==> src/rtl/pool_window_scheduler_if.sv <==
// Bus bundle for pool_window_scheduler: control, input-memory read, pooling handshake, output write.
// cycle_count is present only when POOL_CYCLE_CNT_EN is defined.
interface pool_window_scheduler_if #(
    parameter int DATA_W = 16,
    parameter int ADDR_W = 10
);
    logic              start;
    logic              busy;
    logic              done;
    logic              rd_en;
    logic [ADDR_W-1:0] rd_addr;
    logic [DATA_W-1:0] rd_data;
    logic [DATA_W-1:0] win00;
    logic [DATA_W-1:0] win01;
    logic [DATA_W-1:0] win10;
    logic [DATA_W-1:0] win11;
    logic              pool_start;
    logic              pool_finish;
    logic [DATA_W-1:0] pool_result;
    logic              wr_en;
    logic [ADDR_W-1:0] wr_addr;
    logic [DATA_W-1:0] wr_data;
`ifdef POOL_CYCLE_CNT_EN
    logic [31:0]       cycle_count;
`endif

    modport master (
`ifdef POOL_CYCLE_CNT_EN
        output cycle_count,
`endif
        input  start, rd_data, pool_finish, pool_result,
        output busy, done, rd_en, rd_addr, win00, win01, win10, win11,
        output pool_start, wr_en, wr_addr, wr_data
    );

    modport slave (
`ifdef POOL_CYCLE_CNT_EN
        input  cycle_count,
`endif
        output start, rd_data, pool_finish, pool_result,
        input  busy, done, rd_en, rd_addr, win00, win01, win10, win11,
        input  pool_start, wr_en, wr_addr, wr_data
    );
endinterface

==> src/rtl/pool_window_scheduler.sv <==
// Walks 2x2 stride-2 windows row-major: 5-cycle fetch, pool handshake (waits on pool_finish), 1-cycle write.
// Optional busy-cycle counter on cycle_count when POOL_CYCLE_CNT_EN is defined.
module pool_window_scheduler #(
    parameter int DATA_W = 16,
    parameter int IMG_W  = 28,
    parameter int ADDR_W = 10
) (
    input  logic                    clk,
    input  logic                    rst_n,
    pool_window_scheduler_if.master bus
);
    typedef enum logic [2:0] {IDLE, FETCH, POOL, WRITE, DONE} state_t;

    localparam int              HALF     = IMG_W / 2;
    localparam logic [ADDR_W-1:0] COL_LAST = ADDR_W'(HALF - 1);
    localparam logic [ADDR_W-1:0] WIN_LAST = ADDR_W'(HALF * HALF - 1);
    localparam logic [ADDR_W-1:0] ROW_STEP = ADDR_W'(IMG_W);
    localparam logic [ADDR_W-1:0] ONE      = ADDR_W'(1);

    state_t            state;
    logic [2:0]        fcnt;
    logic [ADDR_W-1:0] win_r;
    logic [ADDR_W-1:0] win_c;
    logic [ADDR_W-1:0] out_idx;
    logic [ADDR_W-1:0] rd_addr_q;
    logic [DATA_W-1:0] w00, w01, w10, w11;
    logic [DATA_W-1:0] wr_data_q;
    logic [ADDR_W-1:0] base;

    function automatic logic [ADDR_W-1:0] win_base(input logic [ADDR_W-1:0] r,
                                                   input logic [ADDR_W-1:0] c);
        return ADDR_W'(32'(r) * 32'(IMG_W) * 32'd2 + 32'(c) * 32'd2);
    endfunction

    assign base = win_base(win_r, win_c);

    // rd_addr is registered one step ahead so it lines up with the rd_en decoded from fcnt.
    always_ff @(posedge clk or negedge rst_n) begin
        if (!rst_n) begin
            state     <= IDLE;
            fcnt      <= '0;
            win_r     <= '0;
            win_c     <= '0;
            out_idx   <= '0;
            rd_addr_q <= '0;
            w00       <= '0;
            w01       <= '0;
            w10       <= '0;
            w11       <= '0;
            wr_data_q <= '0;
        end else begin
            case (state)
                IDLE: begin
                    if (bus.start) begin
                        state     <= FETCH;
                        fcnt      <= '0;
                        win_r     <= '0;
                        win_c     <= '0;
                        out_idx   <= '0;
                        rd_addr_q <= '0;
                    end
                end
                FETCH: begin
                    fcnt <= fcnt + 3'd1;
                    case (fcnt)
                        3'd0: rd_addr_q <= base + ONE;
                        3'd1: rd_addr_q <= base + ROW_STEP;
                        3'd2: rd_addr_q <= base + ROW_STEP + ONE;
                        default: ;
                    endcase
                    case (fcnt)
                        3'd1: w00 <= bus.rd_data;
                        3'd2: w01 <= bus.rd_data;
                        3'd3: w10 <= bus.rd_data;
                        3'd4: begin
                            w11   <= bus.rd_data;
                            state <= POOL;
                        end
                        default: ;
                    endcase
                end
                POOL: begin
                    if (bus.pool_finish) begin
                        wr_data_q <= bus.pool_result;
                        state     <= WRITE;
                    end
                end
                WRITE: begin
                    if (out_idx == WIN_LAST) begin
                        state <= DONE;
                    end else begin
                        state   <= FETCH;
                        fcnt    <= '0;
                        out_idx <= out_idx + ONE;
                        if (win_c == COL_LAST) begin
                            win_c     <= '0;
                            win_r     <= win_r + ONE;
                            rd_addr_q <= win_base(win_r + ONE, '0);
                        end else begin
                            win_c     <= win_c + ONE;
                            rd_addr_q <= win_base(win_r, win_c + ONE);
                        end
                    end
                end
                DONE:    state <= IDLE;
                default: state <= IDLE;
            endcase
        end
    end

    assign bus.busy       = (state != IDLE);
    assign bus.done       = (state == DONE);
    assign bus.rd_en      = (state == FETCH) && (fcnt < 3'd4);
    assign bus.pool_start = (state == POOL);
    assign bus.wr_en      = (state == WRITE);
    assign bus.rd_addr    = rd_addr_q;
    assign bus.wr_addr    = out_idx;
    assign bus.wr_data    = wr_data_q;
    assign bus.win00      = w00;
    assign bus.win01      = w01;
    assign bus.win10      = w10;
    assign bus.win11      = w11;

`ifdef POOL_CYCLE_CNT_EN
    logic [31:0] cycle_cnt;

    always_ff @(posedge clk or negedge rst_n) begin
        if (!rst_n) begin
            cycle_cnt <= '0;
        end else if (state == IDLE) begin
            if (bus.start) cycle_cnt <= '0;
        end else begin
            cycle_cnt <= cycle_cnt + 32'd1;
        end
    end

    assign bus.cycle_count = cycle_cnt;
`endif
endmodule

==> src/flat_wrapper.sv <==
// flat-port wrapper written by rule: the top's interface ports become plain ports
module pool_window_scheduler_flat 
#(
    parameter int DATA_W = 16,
    parameter int IMG_W  = 28,
    parameter int ADDR_W = 10
)
  (clk, rst_n, bus_start, bus_rd_data, bus_pool_finish, bus_pool_result, bus_busy, bus_done, bus_rd_en, bus_rd_addr, bus_win00, bus_win01, bus_win10, bus_win11, bus_pool_start, bus_wr_en, bus_wr_addr, bus_wr_data);
  pool_window_scheduler_if #(.DATA_W(DATA_W), .ADDR_W(ADDR_W)) bus_i ();
  input  logic clk;
  input  logic rst_n;
  input wire logic [$bits(bus_i.start)-1:0] bus_start;
  input wire logic [$bits(bus_i.rd_data)-1:0] bus_rd_data;
  input wire logic [$bits(bus_i.pool_finish)-1:0] bus_pool_finish;
  input wire logic [$bits(bus_i.pool_result)-1:0] bus_pool_result;
  output wire logic [$bits(bus_i.busy)-1:0] bus_busy;
  output wire logic [$bits(bus_i.done)-1:0] bus_done;
  output wire logic [$bits(bus_i.rd_en)-1:0] bus_rd_en;
  output wire logic [$bits(bus_i.rd_addr)-1:0] bus_rd_addr;
  output wire logic [$bits(bus_i.win00)-1:0] bus_win00;
  output wire logic [$bits(bus_i.win01)-1:0] bus_win01;
  output wire logic [$bits(bus_i.win10)-1:0] bus_win10;
  output wire logic [$bits(bus_i.win11)-1:0] bus_win11;
  output wire logic [$bits(bus_i.pool_start)-1:0] bus_pool_start;
  output wire logic [$bits(bus_i.wr_en)-1:0] bus_wr_en;
  output wire logic [$bits(bus_i.wr_addr)-1:0] bus_wr_addr;
  output wire logic [$bits(bus_i.wr_data)-1:0] bus_wr_data;
  assign bus_i.start = bus_start;
  assign bus_i.rd_data = bus_rd_data;
  assign bus_i.pool_finish = bus_pool_finish;
  assign bus_i.pool_result = bus_pool_result;
  assign bus_busy = bus_i.busy;
  assign bus_done = bus_i.done;
  assign bus_rd_en = bus_i.rd_en;
  assign bus_rd_addr = bus_i.rd_addr;
  assign bus_win00 = bus_i.win00;
  assign bus_win01 = bus_i.win01;
  assign bus_win10 = bus_i.win10;
  assign bus_win11 = bus_i.win11;
  assign bus_pool_start = bus_i.pool_start;
  assign bus_wr_en = bus_i.wr_en;
  assign bus_wr_addr = bus_i.wr_addr;
  assign bus_wr_data = bus_i.wr_data;
  pool_window_scheduler #(.DATA_W(DATA_W), .IMG_W(IMG_W), .ADDR_W(ADDR_W)) u_core (.clk(clk), .rst_n(rst_n), .bus(bus_i));
endmodule
==> config.mk <==
export PLATFORM = sky130hd
export DESIGN_NAME = pool_window_scheduler_flat
export DESIGN_NICKNAME = d
export VERILOG_FILES = /design/src/rtl/pool_window_scheduler_if.sv /design/src/rtl/pool_window_scheduler.sv /design/src/flat_wrapper.sv
export SDC_FILE = /design/constraint.sdc
export NUM_CORES = 1
export LEC_CHECK = 0
export ABC_AREA = 0
export CAP_MARGIN = 25
export CORE_MARGIN = 2
export CORE_UTILIZATION = 55
export DETAILED_ROUTE_END_ITERATION = 7
export PLACE_DENSITY = 0.86
export SLEW_MARGIN = 20
export SYNTH_ARGS = -nofsm -noshare
export SYNTH_HDL_FRONTEND = slang
export SYNTH_SLANG_ARGS = --single-unit
export TNS_END_PERCENT = 5
==> constraint.sdc <==
create_clock -name clk -period 8.15 [get_ports clk]
set_input_delay 1.63 -clock clk [delete_from_list [all_inputs] [get_ports clk]]
set_output_delay 1.63 -clock clk [all_outputs]
set_load 0.05 [all_outputs]
## Word level (Yosys, flattened, before mapping)

Cells that the tools add are included.

| storage, ports and cells | value |
|---|---|
| bits in registers | 126 |
| input port bits | 36 |
| output and inout port bits | 105 |

| operators by class | value |
|---|---|
| eq/ne operators | 16 |
| reduce and logical (&&, ||, !) cells | 16 |
| multiply operators | 2 |
| multiplexer cells | 21 |
| add/subtract/negate cells | 9 |
| $lt $le $gt $ge | 1 |

Operators by type and width:

| operator | number |
|---|---|
| 10-bit 2-to-1 mux | 8 |
| 10-bit case mux with 2 select lines | 3 |
| 10-bit case mux with 3 select lines | 2 |
| 10-bit by 1-bit adder with 10-bit output, second input constant | 5 |
| 10-bit adder | 2 |
| 10-bit by 3-bit multiplier with 7-bit output, second input constant | 2 |
| 3-bit 2-to-1 mux | 6 |
| 3-bit by 2-bit equality test with 1-bit output, second input constant | 4 |
| 3-bit case mux with 4 select lines | 1 |
| 10-bit by 5-bit adder with 10-bit output, second input constant | 1 |
| 10-bit by 4-bit equality test with 1-bit output, second input constant | 1 |
| 10-bit by 8-bit equality test with 1-bit output, second input constant | 1 |
| 2-bit AND reduction | 5 |
| 3-bit case mux with 3 select lines | 1 |
| 3-bit AND reduction | 3 |
| 2-bit inequality test, second input constant | 4 |
| 4-bit AND reduction | 2 |
| 3-bit by 1-bit equality test with 1-bit output, second input constant | 2 |
| 3-bit equality test, second input constant | 2 |
| 3-bit zero test | 2 |
| 3-bit nonzero test | 2 |
| 4-bit inequality test, second input constant | 1 |
| 3-bit by 1-bit adder with 3-bit output, second input constant | 1 |
| 3-bit < comparator, second input constant | 1 |
| other kinds (3) | 3 |

## Depth between registers and ports, before layout

Gate-level depths: netlist (run 1).

| logic depth | value |
|---|---|
| depth in word-level cells | 6 |
| mapped depth | 13 |
| gate-level depth less buffers | 13 |

## Least setup slack after synthesis (run 1)

Ideal clock, no wire load.

| path | value |
|---|---|
| kind | flip-flop to output port |
| start point | reg u_core.state[0] |
| end point | out bus_pool_start |
| slack | 4.828 ns |
| data arrival time | 1.692 ns |
| data required time | 6.520 ns |
| stages on the path, launching flop included | 3 |
| buffers on the path | 1 |
| cell sequence | dfrtp_1 > buf_4 > nor3b_1 |

| on the way | value |
|---|---|
| longest elaborated chain between the ends | 1 |

RTL lines:

| what | RTL line | text |
|---|---|---|
| from (decl) | pool_window_scheduler.sv:20 | `state_t state;` |
| from (signal assigned) | pool_window_scheduler.sv:40 | `state <= IDLE;` |
| from (signal assigned) | pool_window_scheduler.sv:55 | `state <= FETCH;` |
| from (signal assigned) | pool_window_scheduler.sv:77 | `state <= POOL;` |
| 3-bit by 2-bit equality test with 1-bit output | pool_window_scheduler.sv:114 | `assign bus.pool_start = (state == POOL);` |
| to (decl) | flat_wrapper.sv:24 | `output wire logic [$bits(bus_i.pool_start)-1:0] bus_pool_start;` |

Every way passes these cells.

## Final worst setup path (run 1)

| path | value |
|---|---|
| start point | reg u_core.state[2] |
| end point | out bus_wr_en |

| on the way | value |
|---|---|
| longest elaborated chain between the ends | 1 |

RTL lines:

| what | RTL line | text |
|---|---|---|
| 3-bit by 2-bit equality test with 1-bit output | pool_window_scheduler.sv:115 | `assign bus.wr_en = (state == WRITE);` |
| to (decl) | flat_wrapper.sv:25 | `output wire logic [$bits(bus_i.wr_en)-1:0] bus_wr_en;` |

Every way passes these cells.

==> results of run 1 <==
synthesized netlist by cell type, types with 5 or more instances:
cell	n
o21a_1	8
buf_2	11
xnor2_1	25
mux2_2	80
xor2_1	20
o21ai_0	37
nor2_1	31
inv_1	20
fa_1	10
and2_1	5
dfrtp_1	123
ha_1	35
a21oi_1	24
nand2_1	32
o31ai_1	5
and3_1	5
o221ai_1	6
a21o_1	7
nand3_1	14
registers in the layout, summed over array words and instances (netlist names):
register and count:
u_core.bus.rd_addr 10, u_core.bus.win00 16, u_core.bus.win01 16, u_core.bus.win10 16, u_core.bus.win11 16, u_core.bus.wr_addr 10, u_core.bus.wr_data 16, u_core.fcnt 3
u_core.state 3, u_core.win_c 10, u_core.win_r 7
kinds of logic (layout without fill, tap and decap cells):
| group | count (synthesis) | count (layout) |
|---|---|---|
| flip-flops | 123 | 123 |
| AND/OR/NAND/NOR | 114 | 114 |
| AO/OA/AOI/OAI | 106 | 106 |
| multiplexers | 82 | 82 |
| adder cells (fa/ha/maj) | 45 | 45 |
| XOR/XNOR | 45 | 45 |
| buffers and inverters | 44 | 196 |
path summary, 6_finish.rpt:
| check | slack [ns] | cells after the start | to | startpoint |
|---|---|---|---|---|
| hold / removal | 0.49 | 1 | u_core.bus.rd_addr[7]$_DFFE_PN0P_ | u_core.bus.rd_addr[7]$_DFFE_PN0P_ |
| setup reg to reg | 4.37 | 12 | u_core.bus.rd_addr[9]$_DFFE_PN0P_ | u_core.win_r[0]$_DFFE_PN0P_ |
| max in group asynchronous | 5.55 | 2 | u_core.bus.win10[9]$_DFFE_PN0P_ | rst_n |
| min in group asynchronous | 1.25 | 1 | u_core.bus.wr_data[7]$_DFFE_PN0P_ | rst_n |
| setup / recovery | 3.86 | 3 | bus_wr_en | u_core.state[2]$_DFFE_PN0P_ |
| hold reg to reg | 0.49 | 1 | u_core.bus.rd_addr[7]$_DFFE_PN0P_ | u_core.bus.rd_addr[7]$_DFFE_PN0P_ |
through the flow:
stage	utilization	instance area, µm²	setup slack, ns	total power [mW]	std cells
5_1_grt	0.744	8530	3.78	4.13	854
3_5_place_dp	0.692	7930	4.24	3.19	822
3_3_place_gp	0.691	7920	4.36	3.13	821
4_1_cts	0.744	8530	3.88	3.98	854
2_1_floorplan	-	6470	4.83	2.50	559
6_report	0.744	8530	3.86	3.95	854
area by class of cell:
class,count,area (µm²)
Timing Repair Buffer,142,1410
Inverter,22,82.6
Multi-Input combinational cell,392,3180
Clock inverter,9,111
Sequential cell,123,3080
Tap cell,143,179
Clock buffer,23,488
Fill cell,753,2940
layer usage:
metal,up-vias,share of wire,GRT usage
li1,2240,-,-
met1,2474,0.39,0.319
met2,178,0.52,0.476
met3,35,0.067,0.0832
met4,0,0.026,0.111
met5,-,0,0
placed cells by master, fill, tap and decap left out, types with 3 or more instances in the layout:
| master | netlist | final |
|---|---|---|
| clkdlybuf4s50_1 | 0 | 139 |
| dfrtp_1 | 123 | 123 |
| mux2_2 | 80 | 80 |
| o21ai_0 | 37 | 37 |
| ha_1 | 35 | 35 |
| nand2_1 | 32 | 32 |
| nor2_1 | 31 | 31 |
| xnor2_1 | 25 | 25 |
| a21oi_1 | 24 | 24 |
| xor2_1 | 20 | 20 |
| inv_1 | 20 | 20 |
| clkbuf_16 | 0 | 17 |
| nand3_1 | 14 | 14 |
| fa_1 | 10 | 10 |
| o21a_1 | 8 | 8 |
| a21o_1 | 7 | 7 |
| o221ai_1 | 6 | 6 |
| and2_1 | 5 | 5 |
| and3_1 | 5 | 5 |
| o31ai_1 | 5 | 5 |
| nor3_1 | 4 | 4 |
| nand4_1 | 4 | 4 |
| a211oi_1 | 4 | 4 |
| a31oi_1 | 4 | 4 |
| clkbuf_8 | 0 | 4 |
| nor3b_1 | 3 | 3 |
| buf_4 | 4 | 3 |
power groups by stage:
stage                     Clock (mW)  Combinational, mW  Sequential (mW)
after floorplan                    0              0.676             1.83
after global placement             0               2.10             1.02
after detailed placement           0               2.15             1.04
after CTS                      0.767               2.17             1.04
after global routing           0.790               2.26             1.08
final                          0.752               2.16             1.04
==> metrics, run 1 <==
outcome=finished clean; worst path bufs/invs=2; number of max-cap violations=0; top post-synthesis cells by area=dfrtp_1, mux2_2, ha_1; type of the most critical hold path=flop to flop; Clock Sinks=123; CP Launch Type=flop; CTS tree=built; IO Count=141; Worst-Skew Late Latency=~0.4 ns; routed length per instance=19.4 µm; Post-synth EDFFs=0; 1st-iter DRT viols=283; sw power=~1.8 mW; Seq/Total Area, Yosys=0.476; final net count=~800; vias=between 4000 and 5000; DRT Pass-1 Iters=5; PostCTS Resize Cnt=0; CORE AREA=about 11000 µm²; #FFs+latches synth=about 120; H-tree depth=4; CP delay by family, top=buffers and inverters; first-pass GRT wire length=approximately 27000 µm; Synth Flop Type=dfrtp_1; largest net degree at the start of global routing=73; crit path max-delay cell type=clkdlybuf4s50_1; Gate power share=0.546; Setup Fix Bufs, Post-CTS=0; Post-Syn Area per Cell=11.6 µm²; VDD IR max=around 0.41 mV; XOR/XNOR Fraction of Synth Area=0.0609; Hold WS=0.488 ns; biggest area consumer among synthesized cells=dfrtp_1; power per cell area=about 460 nW/µm²; Final Critical Period=4.29 ns; Initial Util=0.564; crit-path cells=nand3b_1 > inv_2 > clkdlybuf4s50_1; synthesized area=6470 µm²; Buffers on Ports=140; HPWL after detailed placement=about 12000 µm; Max Buffers Root-to-Sink=2; clock root buffer=clkbuf_16; vias in the first global route=between 5000 and 6000; Die Span Y=approximately 110 µm; RSZ-0062 raised after global routing=false; Mapped Cells=approximately 560; Crit Path Class=flop to primary output; CP max stage delay=between 0.8 and 0.9 ns; Area Overhead vs Synth=31.8%; Die ar.=12600 µm²; gpl congestion=between 0.9 and 1; maximum clock rate=between 200 and 250 MHz; post-synthesis mux area share=0.142; antenna violations before repair=0; wirelength, routed=around 17000 µm; layout cells sized above 1=0.169; Clk pwr share=0.190; Via density=5.77; ANT cells=0; grt ovf=0; Netlist cell types=51; Synth Warn #=0; Max-slew headroom=0.398; Reg power frac=0.264; switching share of power=0.461; Final Hold Vio Count=0; Req. time, crit path=6.52 ns; Antenna Nets Post-Route=0; Worst setup EP type=primary output; combinational family with the most area after synthesis=multiplexers; adder and majority gate portion of the synthesized area=0.0986; # DRC=0; LEAKAGE=3.83 nW; All-Layer GR Usage=0.274; Mapped Nets=640; Simple-Gate Fraction of Synth Area=0.0882; Max Transition Viols Final=0; Row Count=39; ys async rst share=1.00; worst slew pin tran=around 0.90 ns; CP Max Fanout=15; Yosys top cell area share=0.476; hold_buf cts=0; cts bufs inserted=17; Synth Area in Compound Gates=0.101; critical path arrival=2.66 ns; post-route setup TNS=0 ns; skew final=between 0.009 and 0.01 ns; Final period util=0.526; Setup violations, final=0; Internal=2.13 mW; Chip Width=roughly 110 µm; Reg clk slew, reported paths=around 0.06 ns
No activity file was read; power rests on OpenSTA's default activity.
==> run 2, diff against run 1 <==
Settings changed: CORE_UTILIZATION 55 to 46, PLACE_DENSITY 0.86 to 0.76.
Clock period 8.15 ns to 3.8 ns, I/O delays scaled along.
==> metrics, run 2 (synthesized netlist as in run 1, its figures left out) <==
most frequent cells in the layout=clkdlybuf4s50_1, dfrtp_1, mux2_2; Row Count=43; worst slew pin tran=between 0.8 and 0.9 ns; hold_buf cts=0; Final period util=0.918; post-route setup TNS=0 ns; R2R cell count=13; CORE AREA=13800 µm²; crit path max-delay cell type=dfrtp_1; Most Crowded Layer GR=met2; type of the most critical hold path=primary input to asynchronous set/reset pin; CP max stage delay=0.54 ns; ANT cells=0; Die Span Y=123 µm; grt ovf=0; Setup violations, final=0; Die ar.=roughly 15000 µm²; CP delay by family, top=adder cells; final core utilization=0.628; maximum clock rate=287 MHz; Max Buffers Root-to-Sink=2; Max-slew headroom=0.430; VDD IR max=0.796 mV; worst path bufs/invs=3; met2 GRT Util=0.362; Chip Width=123 µm; RSZ-0062 raised after global routing=false; outcome=finished clean; clock root buffer=clkbuf_16; Max Transition Viols Final=0; vias in the first global route=5067; number of max-cap violations=0; wirelength, routed=roughly 16000 µm; CP Max Fanout=8; RR Startpoint=u_core.win_r[1]$_DFFE_PN0P_; Final Critical Period=3.49 ns; Reg clk slew, reported paths=0.06 ns; gpl congestion=roughly 0.92; PostCTS Resize Cnt=0; power per cell area=992 nW/µm²; H-tree depth=4; 1st-iter DRT viols=around 360; Crit Path Class=flop to flop; Worst-Skew Late Latency=roughly 0.41 ns; r2r endpoint=u_core.bus.rd_addr[9]$_DFFE_PN0P_; IO Count=between 100 and 150; antenna violations before repair=0; M1 GR Usage=0.261; Setup Fix Bufs, Post-CTS=0; Req. time, crit path=between 4 and 5 ns; DRT Pass-1 Iters=5; vias=4870; CP Launch Type=flop; first-pass GRT wire length=around 25000 µm; Antenna Nets Post-Route=0; LEAKAGE=3.89 nW; final net count=786; routed length per instance=17.4 µm; All-Layer GR Usage=0.221; CTS tree=built; Initial Util=0.468; Via density=5.42; cts bufs inserted=17; crit-path cells=ha_1 > xor2_1 > inv_1 > fa_1 > inv_1 > ha_1 > a21o_1 > a21oi_1 > inv_1 > a21oi_1 > xnor2_1 > o32ai_1 > a311o_1; HPWL after detailed placement=roughly 11000 µm; layout cells sized above 1=0.178; Clock Sinks=123; Final Hold Vio Count=0; Buffers on Ports=140; critical path arrival=3.78 ns; met3 Use GR=0.0874; largest net degree at the start of global routing=95; Worst setup EP type=flop; most common cell after layout, fill and taps aside=clkdlybuf4s50_1; r2r setup slk=0.31 ns; skew final=0.00510 ns; Area Overhead vs Synth=34.2%; most used cell, CP=inv_1; # DRC=0
-- run 2: worst max-delay path by stage --
stage                                start                                 to  slack [ns]  depth (start not counted)
2_1_floorplan  u_core.win_r[2]$_DFFE_PN0P_  u_core.bus.rd_addr[9]$_DFFE_PN0P_        0.64                         12
3_3_place_gp   u_core.win_r[1]$_DFFE_PN0P_  u_core.bus.rd_addr[9]$_DFFE_PN0P_        0.44                         13
3_5_place_dp   u_core.win_r[1]$_DFFE_PN0P_  u_core.bus.rd_addr[9]$_DFFE_PN0P_        0.32                         13
4_1_cts        u_core.win_r[1]$_DFFE_PN0P_  u_core.bus.rd_addr[9]$_DFFE_PN0P_        0.31                         13
5_1_grt        u_core.win_r[1]$_DFFE_PN0P_  u_core.bus.rd_addr[9]$_DFFE_PN0P_        0.09                         13
6_report       u_core.win_r[1]$_DFFE_PN0P_  u_core.bus.rd_addr[9]$_DFFE_PN0P_        0.31                         13
-- run 2: layout make-up --
type,count,area [µm²]
clock buffer,20,457
clock inverter,12,184
fill,1068,5140
inverter,22,82.6
multi-input combinational,392,3180
sequential,123,3080
tap,180,225
timing repair buffer,149,1480
-- run 2: where the power goes --
group          total, mW  switching, mW  leakage (nW)  internal, mW
Sequential          2.22          0.352          1.51          1.86
Combinational       4.65           2.95          2.07          1.70
Clock               1.74          0.600         0.308          1.14
Total               8.61           3.91          3.89          4.70
-- run 2: per-layer routing --
layer,part of all wire,vias up
li1,-,2260
met1,0.40,2416
met2,0.50,156
met3,0.083,38
met4,0.023,0
met5,0,-
-- run 2: metrics by stage --
stage,std cells,instance area [µm²],worst slack [ns],hold slack [ns],total power [mW]
6_report,898,8680,0.312,0.261,8.61
5_1_grt,898,8680,0.0904,0.278,9.02
4_1_cts,898,8680,0.306,0.271,8.67
3_5_place_dp,866,8040,0.319,0.491,6.87
3_3_place_gp,866,8040,0.436,0.483,6.80
2_1_floorplan,559,6470,0.641,0.446,5.37
-- run 2: worst register-to-register path, cell delays in order (launching register included) --
cell	delay (ns)
dfrtp_1	0.54
ha_1	0.38
xor2_1	0.32
inv_1	0.16
fa_1	0.52
inv_1	0.04
ha_1	0.28
a21o_1	0.18
a21oi_1	0.22
inv_1	0.06
a21oi_1	0.17
xnor2_1	0.14
o32ai_1	0.09
a311o_1	0.29
